**src/rtl/seq_scan_pkg.sv**
```systemverilog
// Shared types, default sizes and pattern-length helpers for the word-level sequence scanner.
package seq_scan_pkg;

   localparam int DATA_W_DEF    = 16;
   localparam int PAT_W_MAX_DEF = 8;
   localparam int CNT_W_DEF     = 5;

   typedef enum logic [1:0] {
      IDLE   = 2'd0,
      SHIFT  = 2'd1,
      REPORT = 2'd2
   } state_t;

   // A zero length still means "match a single bit"; oversize lengths saturate.
   function automatic int unsigned norm_len(input int unsigned len, input int unsigned max_len);
      if (len == 0) return 1;
      if (len > max_len) return max_len;
      return len;
   endfunction

   function automatic logic [31:0] len_mask(input int unsigned len);
      if (len >= 32) return '1;
      return (32'd1 << len) - 32'd1;
   endfunction

endpackage

```
**src/rtl/seq_match_core.sv**
```systemverilog
// Bit-serial pattern matcher: history shift register, seen-counter and masked compare.
// match_o is combinational for the bit presented this cycle; state advances on shift_en_i.
module seq_match_core
   import seq_scan_pkg::*;
#(
   parameter int PAT_W_MAX = PAT_W_MAX_DEF,
   parameter int LEN_W     = $clog2(PAT_W_MAX + 1)
) (
   input  logic                 clk,
   input  logic                 rst,
   input  logic                 clear_i,
   input  logic                 shift_en_i,
   input  logic                 bit_i,
   input  logic [PAT_W_MAX-1:0] pat_i,
   input  logic [LEN_W-1:0]     len_i,
   input  logic                 overlap_i,
   output logic                 match_o
);

   logic [PAT_W_MAX-1:0] hist_q, hist_d, hist_next;
   logic [LEN_W-1:0]     seen_q, seen_d, seen_next;
   logic [31:0]          mask;

   always_comb begin
      hist_next = (hist_q << 1) | PAT_W_MAX'(bit_i);
      seen_next = (seen_q >= LEN_W'(PAT_W_MAX)) ? seen_q : seen_q + 1'b1;
      mask      = len_mask(32'(len_i));
      match_o   = shift_en_i && (seen_next >= len_i) &&
                  (((32'(hist_next) ^ 32'(pat_i)) & mask) == 32'd0);

      hist_d = hist_q;
      seen_d = seen_q;
      if (clear_i) begin
         hist_d = '0;
         seen_d = '0;
      end else if (shift_en_i) begin
         hist_d = hist_next;
         // Non-overlapping mode forgets the bits of a completed hit, history stays.
         seen_d = (match_o && !overlap_i) ? '0 : seen_next;
      end
   end

   always_ff @(posedge clk) begin
      if (rst) begin
         hist_q <= '0;
         seen_q <= '0;
      end else begin
         hist_q <= hist_d;
         seen_q <= seen_d;
      end
   end

endmodule

```
**src/rtl/seq_scan_ctrl.sv**
```systemverilog
// Word-in / count-out sequence scanner: accept, shift DATA_W bits MSB-first, report.
// out_valid rises DATA_W+1 edges after accept and holds until out_ready; in_ready only in IDLE.
module seq_scan_ctrl
   import seq_scan_pkg::*;
#(
   parameter int  DATA_W    = DATA_W_DEF,
   parameter int  PAT_W_MAX = PAT_W_MAX_DEF,
   parameter int  CNT_W     = CNT_W_DEF,
   localparam int LEN_W     = $clog2(PAT_W_MAX + 1),
   localparam int POS_W     = $clog2(DATA_W)
) (
   input  logic                 clk,
   input  logic                 rst,
   input  logic [PAT_W_MAX-1:0] cfg_pat,
   input  logic [LEN_W-1:0]     cfg_len,
   input  logic                 cfg_overlap,
   input  logic                 in_valid,
   output logic                 in_ready,
   input  logic [DATA_W-1:0]    in_data,
   output logic                 out_valid,
   input  logic                 out_ready,
   output logic [CNT_W-1:0]     out_count,
   output logic [POS_W-1:0]     out_last_pos,
   output logic                 hit,
   output logic                 busy
);

   state_t               state_q, state_d;
   logic [DATA_W-1:0]    data_q, data_d;
   logic [PAT_W_MAX-1:0] pat_q, pat_d;
   logic [LEN_W-1:0]     len_q, len_d;
   logic                 ovl_q, ovl_d;
   logic [POS_W-1:0]     idx_q, idx_d;
   logic [CNT_W-1:0]     count_q, count_d;
   logic [POS_W-1:0]     last_pos_q, last_pos_d;
   logic                 hit_q, hit_d;
   logic                 out_valid_q, out_valid_d;
   logic                 in_ready_q, in_ready_d;
   logic                 busy_q, busy_d;
   logic                 core_clear, shift_en, match;

   seq_match_core #(
      .PAT_W_MAX (PAT_W_MAX),
      .LEN_W     (LEN_W)
   ) u_core (
      .clk        (clk),
      .rst        (rst),
      .clear_i    (core_clear),
      .shift_en_i (shift_en),
      .bit_i      (data_q[DATA_W-1]),
      .pat_i      (pat_q),
      .len_i      (len_q),
      .overlap_i  (ovl_q),
      .match_o    (match)
   );

   always_comb begin
      state_d    = state_q;
      data_d     = data_q;
      pat_d      = pat_q;
      len_d      = len_q;
      ovl_d      = ovl_q;
      idx_d      = idx_q;
      count_d    = count_q;
      last_pos_d = last_pos_q;
      hit_d      = 1'b0;
      core_clear = 1'b0;
      shift_en   = 1'b0;

      case (state_q)
         IDLE: begin
            if (in_valid) begin
               data_d     = in_data;
               pat_d      = cfg_pat;
               len_d      = LEN_W'(norm_len(32'(cfg_len), PAT_W_MAX));
               ovl_d      = cfg_overlap;
               idx_d      = '0;
               count_d    = '0;
               last_pos_d = '0;
               core_clear = 1'b1;
               state_d    = SHIFT;
            end
         end
         SHIFT: begin
            shift_en = 1'b1;
            data_d   = data_q << 1;
            idx_d    = idx_q + 1'b1;
            if (match) begin
               hit_d      = 1'b1;
               count_d    = (&count_q) ? count_q : count_q + 1'b1;
               last_pos_d = idx_q;
            end
            if (idx_q == POS_W'(DATA_W - 1)) state_d = REPORT;
         end
         REPORT: begin
            if (out_valid_q && out_ready) state_d = IDLE;
         end
         default: state_d = IDLE;
      endcase

      // The first REPORT cycle is spent registering out_valid, so a stray out_ready is ignored.
      out_valid_d = (state_q == REPORT) && (state_d == REPORT);
      in_ready_d  = (state_d == IDLE);
      busy_d      = (state_d != IDLE);
   end

   always_ff @(posedge clk) begin
      if (rst) begin
         state_q     <= IDLE;
         data_q      <= '0;
         pat_q       <= '0;
         len_q       <= '0;
         ovl_q       <= 1'b0;
         idx_q       <= '0;
         count_q     <= '0;
         last_pos_q  <= '0;
         hit_q       <= 1'b0;
         out_valid_q <= 1'b0;
         in_ready_q  <= 1'b1;
         busy_q      <= 1'b0;
      end else begin
         state_q     <= state_d;
         data_q      <= data_d;
         pat_q       <= pat_d;
         len_q       <= len_d;
         ovl_q       <= ovl_d;
         idx_q       <= idx_d;
         count_q     <= count_d;
         last_pos_q  <= last_pos_d;
         hit_q       <= hit_d;
         out_valid_q <= out_valid_d;
         in_ready_q  <= in_ready_d;
         busy_q      <= busy_d;
      end
   end

   assign in_ready     = in_ready_q;
   assign out_valid    = out_valid_q;
   assign out_count    = count_q;
   assign out_last_pos = last_pos_q;
   assign hit          = hit_q;
   assign busy         = busy_q;

endmodule

```
**config.mk**
```make
export PLATFORM = sky130hd
export DESIGN_NAME = seq_scan_ctrl
export DESIGN_NICKNAME = d
export VERILOG_FILES = /design/src/rtl/seq_scan_pkg.sv /design/src/rtl/seq_match_core.sv /design/src/rtl/seq_scan_ctrl.sv
export SDC_FILE = /design/constraint.sdc
export NUM_CORES = 1
export LEC_CHECK = 0
export CORE_ASPECT_RATIO = 1.4
export CORE_MARGIN = 3
export CORE_UTILIZATION = 57
export DETAILED_ROUTE_END_ITERATION = 16
export GPL_TIMING_DRIVEN = 0
export HOLD_SLACK_MARGIN = 0.02
export PLACE_DENSITY_LB_ADDON = 0.08
export SLEW_MARGIN = 20
export SYNTH_ARGS = -nofsm -noshare
export SYNTH_HDL_FRONTEND = slang
export SYNTH_SLANG_ARGS = --single-unit
```
**constraint.sdc**
```tcl
create_clock -name clk -period 4.79 [get_ports clk]
set_clock_uncertainty 0.05 [all_clocks]
set_input_delay 0.7185 -clock clk [delete_from_list [all_inputs] [get_ports clk]]
set_output_delay 0.7185 -clock clk [all_outputs]
set_load 0.05 [all_outputs]
```
==> results of run 1 <==
==> state kept, by name, indices dropped and copies added (netlist names) <==
register,count
data_q,16
out_last_pos,4
out_count,5
state_q,2
len_q,4
pat_q,8
u_core.hist_q,7
busy,1
u_core.seen_q,4
in_ready,1
ovl_q,1
idx_q,4
out_valid,1
hit,1
==> worst min path at each step <==
stage,start,to,slack (ps),cells past startpoint
2_1_floorplan,data_q[10],data_q[10],390,2
3_3_place_gp,data_q[2],data_q[2],390,2
3_5_place_dp,data_q[13],data_q[13],400,2
4_1_cts,data_q[13],data_q[13],410,2
5_1_grt,data_q[5],data_q[5],430,2
6_report,data_q[13],data_q[13],410,2
==> power by group <==
| part | total [W] | internal [W] | switching [W] |
|---|---|---|---|
| Combinational | 0.000178 | 0.0000722 | 0.000106 |
| Clock | 0.000410 | 0.000226 | 0.000185 |
| Sequential | 0.000526 | 0.000512 | 0.0000143 |
| Total | 0.00112 | 0.000810 | 0.000305 |
==> per-layer routing <==
metal	GRT usage [%]	part of all wire (%)	vias to the layer above	wire length, microns
li1	-	-	1267	-
met1	28.39	41	1208	2775
met2	45.68	52	62	3483
met3	5.905	4.1	16	273
met4	12.50	2.3	0	157
met5	0	0	-	0
==> cell usage in the layout, fill, tap and decap left out, types with 2 or more instances in the layout <==
| master | instances |
|---|---|
| inv_1 | 8 |
| nor3_1 | 5 |
| or3_1 | 4 |
| nand4_1 | 2 |
| o21ai_0 | 5 |
| clkbuf_8 | 12 |
| nor4_1 | 3 |
| xor2_1 | 7 |
| xnor2_1 | 6 |
| a31oi_1 | 2 |
| clkinv_2 | 2 |
| a211oi_1 | 2 |
| nand3_1 | 9 |
| clkbuf_1 | 19 |
| a22oi_1 | 15 |
| o22ai_1 | 2 |
| buf_1 | 2 |
| a21oi_1 | 52 |
| nand2b_1 | 6 |
| o211ai_1 | 2 |
| nor2_1 | 11 |
| or2_2 | 2 |
| nand2_1 | 71 |
| dfxtp_1 | 59 |
| clkdlybuf4s50_1 | 44 |
| ha_1 | 10 |
| nand3b_1 | 6 |
| mux2i_1 | 6 |
==> cells by family (layout without fill, tap and decap cells) <==
logic type,after synthesis,in the layout,share of synthesized area [%]
AO/OA/AOI/OAI,87,87,19.21
XOR/XNOR,13,13,4.142
adder cells (fa/ha/maj),10,10,4.552
buffers and inverters,30,89,4.415
flip-flops,59,59,42.97
multiplexers,7,7,2.595
AND/OR/NAND/NOR,127,127,22.12
==> stage by stage <==
step / utilization (%) / instance area, sq um / total power [W] / hold WS (ps) / cells
finish: 74.78 / 3446 / 0.001115 / 407.3 / 454
global route: 74.78 / 3446 / 0.001159 / 425.3 / 454
CTS: 74.78 / 3446 / 0.001122 / 407.3 / 454
detailed placement: 70.89 / 3267 / 0.0007131 / 398.5 / 439
global placement: 70.89 / 3267 / 0.0007075 / 394.3 / 439
floorplan: - / 2749 / 0.0006479 / 386.8 / 333
==> worst reg2reg max path, cell delays in order (launching register included) <==
cell      delay (ps)
dfxtp_1          320
buf_2            170
or4_4            530
ha_1             210
buf_1            170
a21oi_1          170
o22ai_1          140
or2_2            390
o311ai_0         400
a21oi_1          120
==> area by class of cell <==
| type | count | share of cell area, % |
|---|---|---|
| well taps | 62 | 2.251 |
| multi-input cells | 244 | 41.98 |
| plain buffers | 22 | 2.651 |
| flip-flops and latches | 59 | 34.28 |
| clock inverters | 2 | 0.2905 |
| clock buffers | 13 | 4.902 |
| repair buffers | 44 | 12.78 |
| inverters | 8 | 0.8715 |
==> flow_metrics.py, run 1 <==
metrics = {
    "clock_network": {
        "cts.root.buffer_cell": "clkbuf_8",
        "buffer_levels_on_the_longest_clock_path": 2,
        "tritoncts_sink_count": 59,
        "ctsHtreeMaxLevel": 3,
        "post_cts_hold_buffer_count": 0,
        "clock_insertion_delay_worst_skew_ps": 330,
        "post_cts_resized": 0,
        "clkTransAtPathRegs_ps": 60,
        "clock_tree_from_tritoncts": "yes",
        "postCtsSetupRepairBufs": 0,
        "cts_made_buffers": 9,
    },
    "floorplan": {
        "row_count": 29,
        "dieWidth_microns": 64.69,
        "die_area_sq_um": 5703,
        "die_h_microns": 88.17,
        "core_region_area_sq_um": 4608,
        "io-pin-count": 46,
        "start_util_pct": 59.65,
    },
    "sta": {
        "finalSetupViolations": 0,
        "final_min_period_over_clock_period_pct": 58.10,
        "grt_setup_unrepaired": "no",
        "period_needed_ps": 2783,
        "tightest_slew_ps": 576.9,
        "timing.final.ws_setup_ps": 2007,
        "finalHoldViolCount": 0,
        "fin_tns_setup_ps": 0,
        "achievable-frequency_mhz": 359.3,
        "final_max_slew_viol_count": 0,
        "timing.slew.headroom_pct": 61.54,
    },
    "yosys": {
        "area_fraction_of_the_dominant_cell_type_after_synthesis_pct": 42.97,
        "synth_area_sq_um": 2749,
        "postSynthRegisterBits": 59,
        "synth_async_sr_flop_share_pct": 0,
        "ys_dominant_reg_cell": "dfxtp_1",
        "synthesis.yosys.warnings": 0,
        "most_repeated_cell_in_the_gate_level_netlist_after_synthesis": "nand2_1",
        "post-synth-top-area-cell": "dfxtp_1",
        "synthCells": 333,
        "ys_seq_area_share_pct": 42.97,
        "synth_nets": 376,
        "number_of_synthesized_flops_with_an_enable_pin": 0,
        "synth.distinct_cells": 43,
        "syn_avg_cell_area_sq_um": 8.255,
        "synth.top_cells.by_count": "nand2_1, dfxtp_1, a21oi_1",
        "ys_top_cells_by_area": "dfxtp_1, nand2_1, a21oi_1",
    },
    "drt": {
        "firstDrtPassIters": 5,
        "drt.antenna.violating_nets": 0,
        "route.detailed.vias_per_inst": 5.623,
        "detailedRoute.firstIterationViolations": 175,
        "vias": 2553,
        "post_drt_wl_per_cell_microns": 14.73,
        "drc_errors": 0,
        "wirelength_mm": 6.689,
    },
    "critical_path": {
        "rr_endpoint": "u_core.seen_q[1]",
        "setup.worst_path.end": "u_core.seen_q[1]",
        "critPathCaptureType": "flip-flop",
        "worst_path_largest_cell_delay_ps": 530,
        "critical_path.most_common_cell": "a21oi_1",
        "cp_cell_sequence": "buf_2 -> or4_4 -> ha_1 -> buf_1 -> a21oi_1 -> o22ai_1 -> or2_2 -> o311ai_0 -> a21oi_1",
        "crit_start": "len_q[0]",
        "crit_arrival_ps": 2930,
        "crit_path_max_fanout": 8,
        "cp_data_required_time_ps": 4930,
        "worstSetupStartpointType": "flip-flop",
        "critical_path_cell_count": 9,
        "worst-r2r-cell-count": 9,
        "worstSetupPathType": "reg -> reg",
        "reg2reg_from": "len_q[0]",
        "reg2reg_slack_ps": 2010,
        "critPathTopFamily": "simple AND/OR/NAND/NOR gates",
        "worstPathBufferInverterCount": 2,
        "crit_slowest_cell": "or4_4",
    },
    "global_routing": {
        "grt_pass1_vias": 2456,
        "grt_util_all_layers_pct": 25.56,
        "global_route_wire_length_before_repair_mm": 11.16,
        "maximum_number_of_pins_on_one_net_before_global_route_repair": 11,
        "antenna_found_initial": 0,
        "congestion_overflow_gr": 0,
    },
    "final_layout": {
        "drive_gt1_share_pct": 6.633,
        "num-fill-cells": 379,
        "register_area_sq_um": 1181,
        "number_of_nets_in_the_layout": 431,
        "area_of_the_multi_input_gates_sq_um": 1446,
        "n_antenna_cell": 0,
        "layout-area-overhead-vs-synth_pct": 25.35,
    },
    "hold_path": {
        "min_path_type": "reg -> reg",
    },
    "placed_design": {
        "post_placement_worst_setup_slack_ps": 2021,
        "place.detailed.hpwl_mm": 4.749,
        "gpl.final_weighted_congestion": 0.8362,
        "buffer_ports.inserted": 44,
    },
    "run": {
        "timing.max_cap.violations": 0,
    },
    "status": {
        "outcome": "complete, no violations",
    },
    "power_and_ir_drop": {
        "worst_ir_drop_vdd_mv": 0.2577,
        "pwr_density_nw_per_um2": 323.6,
        "cellLeakagePower_nw": 1.290,
    },
}
Note: power is estimated with default switching activity, not from simulation.
==> inputs of run 2 (changes only) <==
--- a/config.mk
+++ b/config.mk
@@ -7,7 +7,7 @@
 export LEC_CHECK = 0
 export CORE_ASPECT_RATIO = 1.4
 export CORE_MARGIN = 3
-export CORE_UTILIZATION = 57
+export CORE_UTILIZATION = 48
 export DETAILED_ROUTE_END_ITERATION = 16
 export GPL_TIMING_DRIVEN = 0
 export HOLD_SLACK_MARGIN = 0.02
==> constraint.sdc (replaced) <==
create_clock -name clk -period 2.4 [get_ports clk]
set_clock_uncertainty 0.05 [all_clocks]
set_input_delay 0.36 -clock clk [delete_from_list [all_inputs] [get_ports clk]]
set_output_delay 0.36 -clock clk [all_outputs]
set_load 0.05 [all_outputs]
==> run 2 against run 1 <==
The flow now finishes with violations (negative setup slack). Total power rose by 110%. Design area rose by 3.5%. First-iteration DRC count fell by 33%. Clock power rose by 120%. Maximum frequency rose by 12%. Die area rose by 17%. Clock-buffer cell count fell by 3. Global-route usage fell by 4.9 points. Routed wire length rose by 0.99%. Via count fell by 1.7%. Sequential power rose by 100%. Critical path type unchanged. Critical endpoint is now out_count[1]. Largest power group unchanged. Highest routed layer unchanged.
==> flow_metrics.py, run 2 (synthesis results as in run 1) <==
metrics = {
    "critical_path": {
        "worstSetupStartpointType": "flip-flop",
        "critPathCaptureType": "flip-flop",
        "worstSetupPathType": "reg -> reg",
        "crit_slowest_cell": "or4_4",
        "cp_cell_sequence": "or4_4 -> ha_4 -> inv_2 -> a222oi_1 -> and3_4 -> o211ai_4 -> buf_4 -> o211ai_1 -> a21oi_1",
        "worst-r2r-cell-count": 9,
        "crit_arrival_ps": 2640,
        "cp_data_required_time_ps": 2560,
        "crit_path_max_fanout": 5,
        "worst_path_largest_cell_delay_ps": 550,
    },
    "global_routing": {
        "congestion_overflow_gr": 0,
        "antenna_found_initial": 0,
        "global_route_wire_length_before_repair_mm": 10.82,
        "grt_pass1_vias": 2365,
        "grt_util_all_layers_pct": 20.61,
        "maximum_number_of_pins_on_one_net_before_global_route_repair": 12,
    },
    "status": {
        "outcome": "finished with violations",
        "violations": "negative setup slack",
    },
    "clock_network": {
        "clock_insertion_delay_worst_skew_ps": 350,
        "buffer_levels_on_the_longest_clock_path": 2,
        "cts.root.buffer_cell": "clkbuf_8",
        "cts_made_buffers": 9,
        "ctsHtreeMaxLevel": 3,
        "post_cts_hold_buffer_count": 0,
        "clkTransAtPathRegs_ps": 70,
        "clock_tree_from_tritoncts": "yes",
        "tritoncts_sink_count": 59,
    },
    "drt": {
        "route.detailed.vias_per_inst": 5.433,
        "firstDrtPassIters": 5,
        "drt.antenna.violating_nets": 0,
        "detailedRoute.firstIterationViolations": 117,
        "wirelength_mm": 6.755,
        "post_drt_wl_per_cell_microns": 14.62,
        "vias": 2510,
        "drc_errors": 0,
    },
    "final_layout": {
        "largest_register_ffs": 16,
        "biggestRegsByFlops": "data_q (16), pat_q (8), u_core.hist_q (7)",
        "n_antenna_cell": 0,
        "final_util_pct": 64.56,
        "num-fill-cells": 511,
        "max_flop_register": "data_q",
        "final_common_cell": "nand2_1",
        "layout-area-overhead-vs-synth_pct": 29.77,
        "final_design_area_no_fill_sq_um": 3567,
        "drive_gt1_share_pct": 11.93,
        "commonest_cells_after_routing_fill_and_taps_aside": "nand2_1, dfxtp_1, a21oi_1",
        "number_of_nets_in_the_layout": 432,
    },
    "sta": {
        "achievable-frequency_mhz": 404.0,
        "finalSetupViolations": 9,
        "grt_setup_unrepaired": "yes",
        "fin_tns_setup_ps": -365.7,
        "final_max_slew_viol_count": 0,
        "period_needed_ps": 2475,
        "finalHoldViolCount": 0,
        "timing.slew.headroom_pct": 62.78,
        "timing.final.ws_setup_ps": -74.95,
        "tightest_slew_ps": 558.3,
        "final_min_period_over_clock_period_pct": 103.1,
    },
    "floorplan": {
        "io-pin-count": 46,
        "dieWidth_microns": 69.96,
        "die_area_sq_um": 6684,
        "row_count": 32,
        "start_util_pct": 49.75,
        "core_region_area_sq_um": 5525,
        "die_h_microns": 95.54,
    },
    "placed_design": {
        "post_placement_worst_setup_slack_ps": -256.8,
        "buffer_ports.inserted": 44,
        "gpl.final_weighted_congestion": 0.8561,
        "placed_area_sq_um": 3282,
        "place.detailed.hpwl_mm": 4.822,
    },
    "power_and_ir_drop": {
        "worst_ir_drop_vdd_mv": 0.5361,
        "cellLeakagePower_nw": 1.310,
        "pwr_density_nw_per_um2": 658.3,
    },
    "run": {
        "timing.max_cap.violations": 0,
    },
    "hold_path": {
        "min_path_type": "reg -> reg",
        "hold_path_depth": 2,
    },
}
==> run 2: final timing paths <==
kind | slack [ps] | startpoint | endpoint
max | -70 | len_q[1] | out_count[1]
min | 410 | data_q[13] | data_q[13]
max reg2reg | -70 | len_q[1] | out_count[1]
min reg2reg | 410 | data_q[13] | data_q[13]
==> run 2: repair_timing <==
item	in CTS	in global routing
gates resized for setup	12	8
setup buffers	3	1
endpoints found under the setup margin	14	14
cloned	0	0
pin swaps	7	3
==> run 2: layout make-up <==
cell class              count  area, sq um  area share (%)
plain buffers              19        72.57           2.034
clock buffers              10        137.6           3.858
clock inverters             6        65.06           1.824
inverters                   8        30.03          0.8418
multi-input cells         244         1511           42.37
flip-flops and latches     59         1195           33.50
well taps                  68        85.08           2.385
repair buffers             48        470.5           13.19
==> run 2: stage by stage <==
stage | total power, W | instances | hold slack (ps)
after detailed placement | 0.001429 | 445 | 400.6
after global routing | 0.002444 | 462 | 433.1
after global placement | 0.001422 | 445 | 395.9
after CTS | 0.002348 | 461 | 409.4
final | 0.002348 | 462 | 405.4
after floorplan | 0.001296 | 333 | 386.8
==> run 2: power breakdown <==
part	internal (W)	switching, W
sequential	0.00102	0.0000304
clock	0.000505	0.000416
combinational	0.000158	0.000220
==> run 2: layer usage <==
| layer | part of all wire, % | vias to the layer above | track usage (%) |
|---|---|---|---|
| met3 | 3.7 | 10 | 4.958 |
| li1 | - | 1270 | - |
| met1 | 43 | 1174 | 24.10 |
| met4 | 1.3 | 0 | 6.390 |
| met2 | 52 | 56 | 37.15 |
| met5 | 0 | - | 0 |
==> run 2: critical path, delay by kind of cell (launching register included) <==
kind                     cells  cell delay, ps
AO/OA/AOI/OAI                4             650
adder cells (fa/ha/maj)      1             280
buffers and inverters        2             200
flip-flops                   1             340
AND/OR/NAND/NOR              2             810
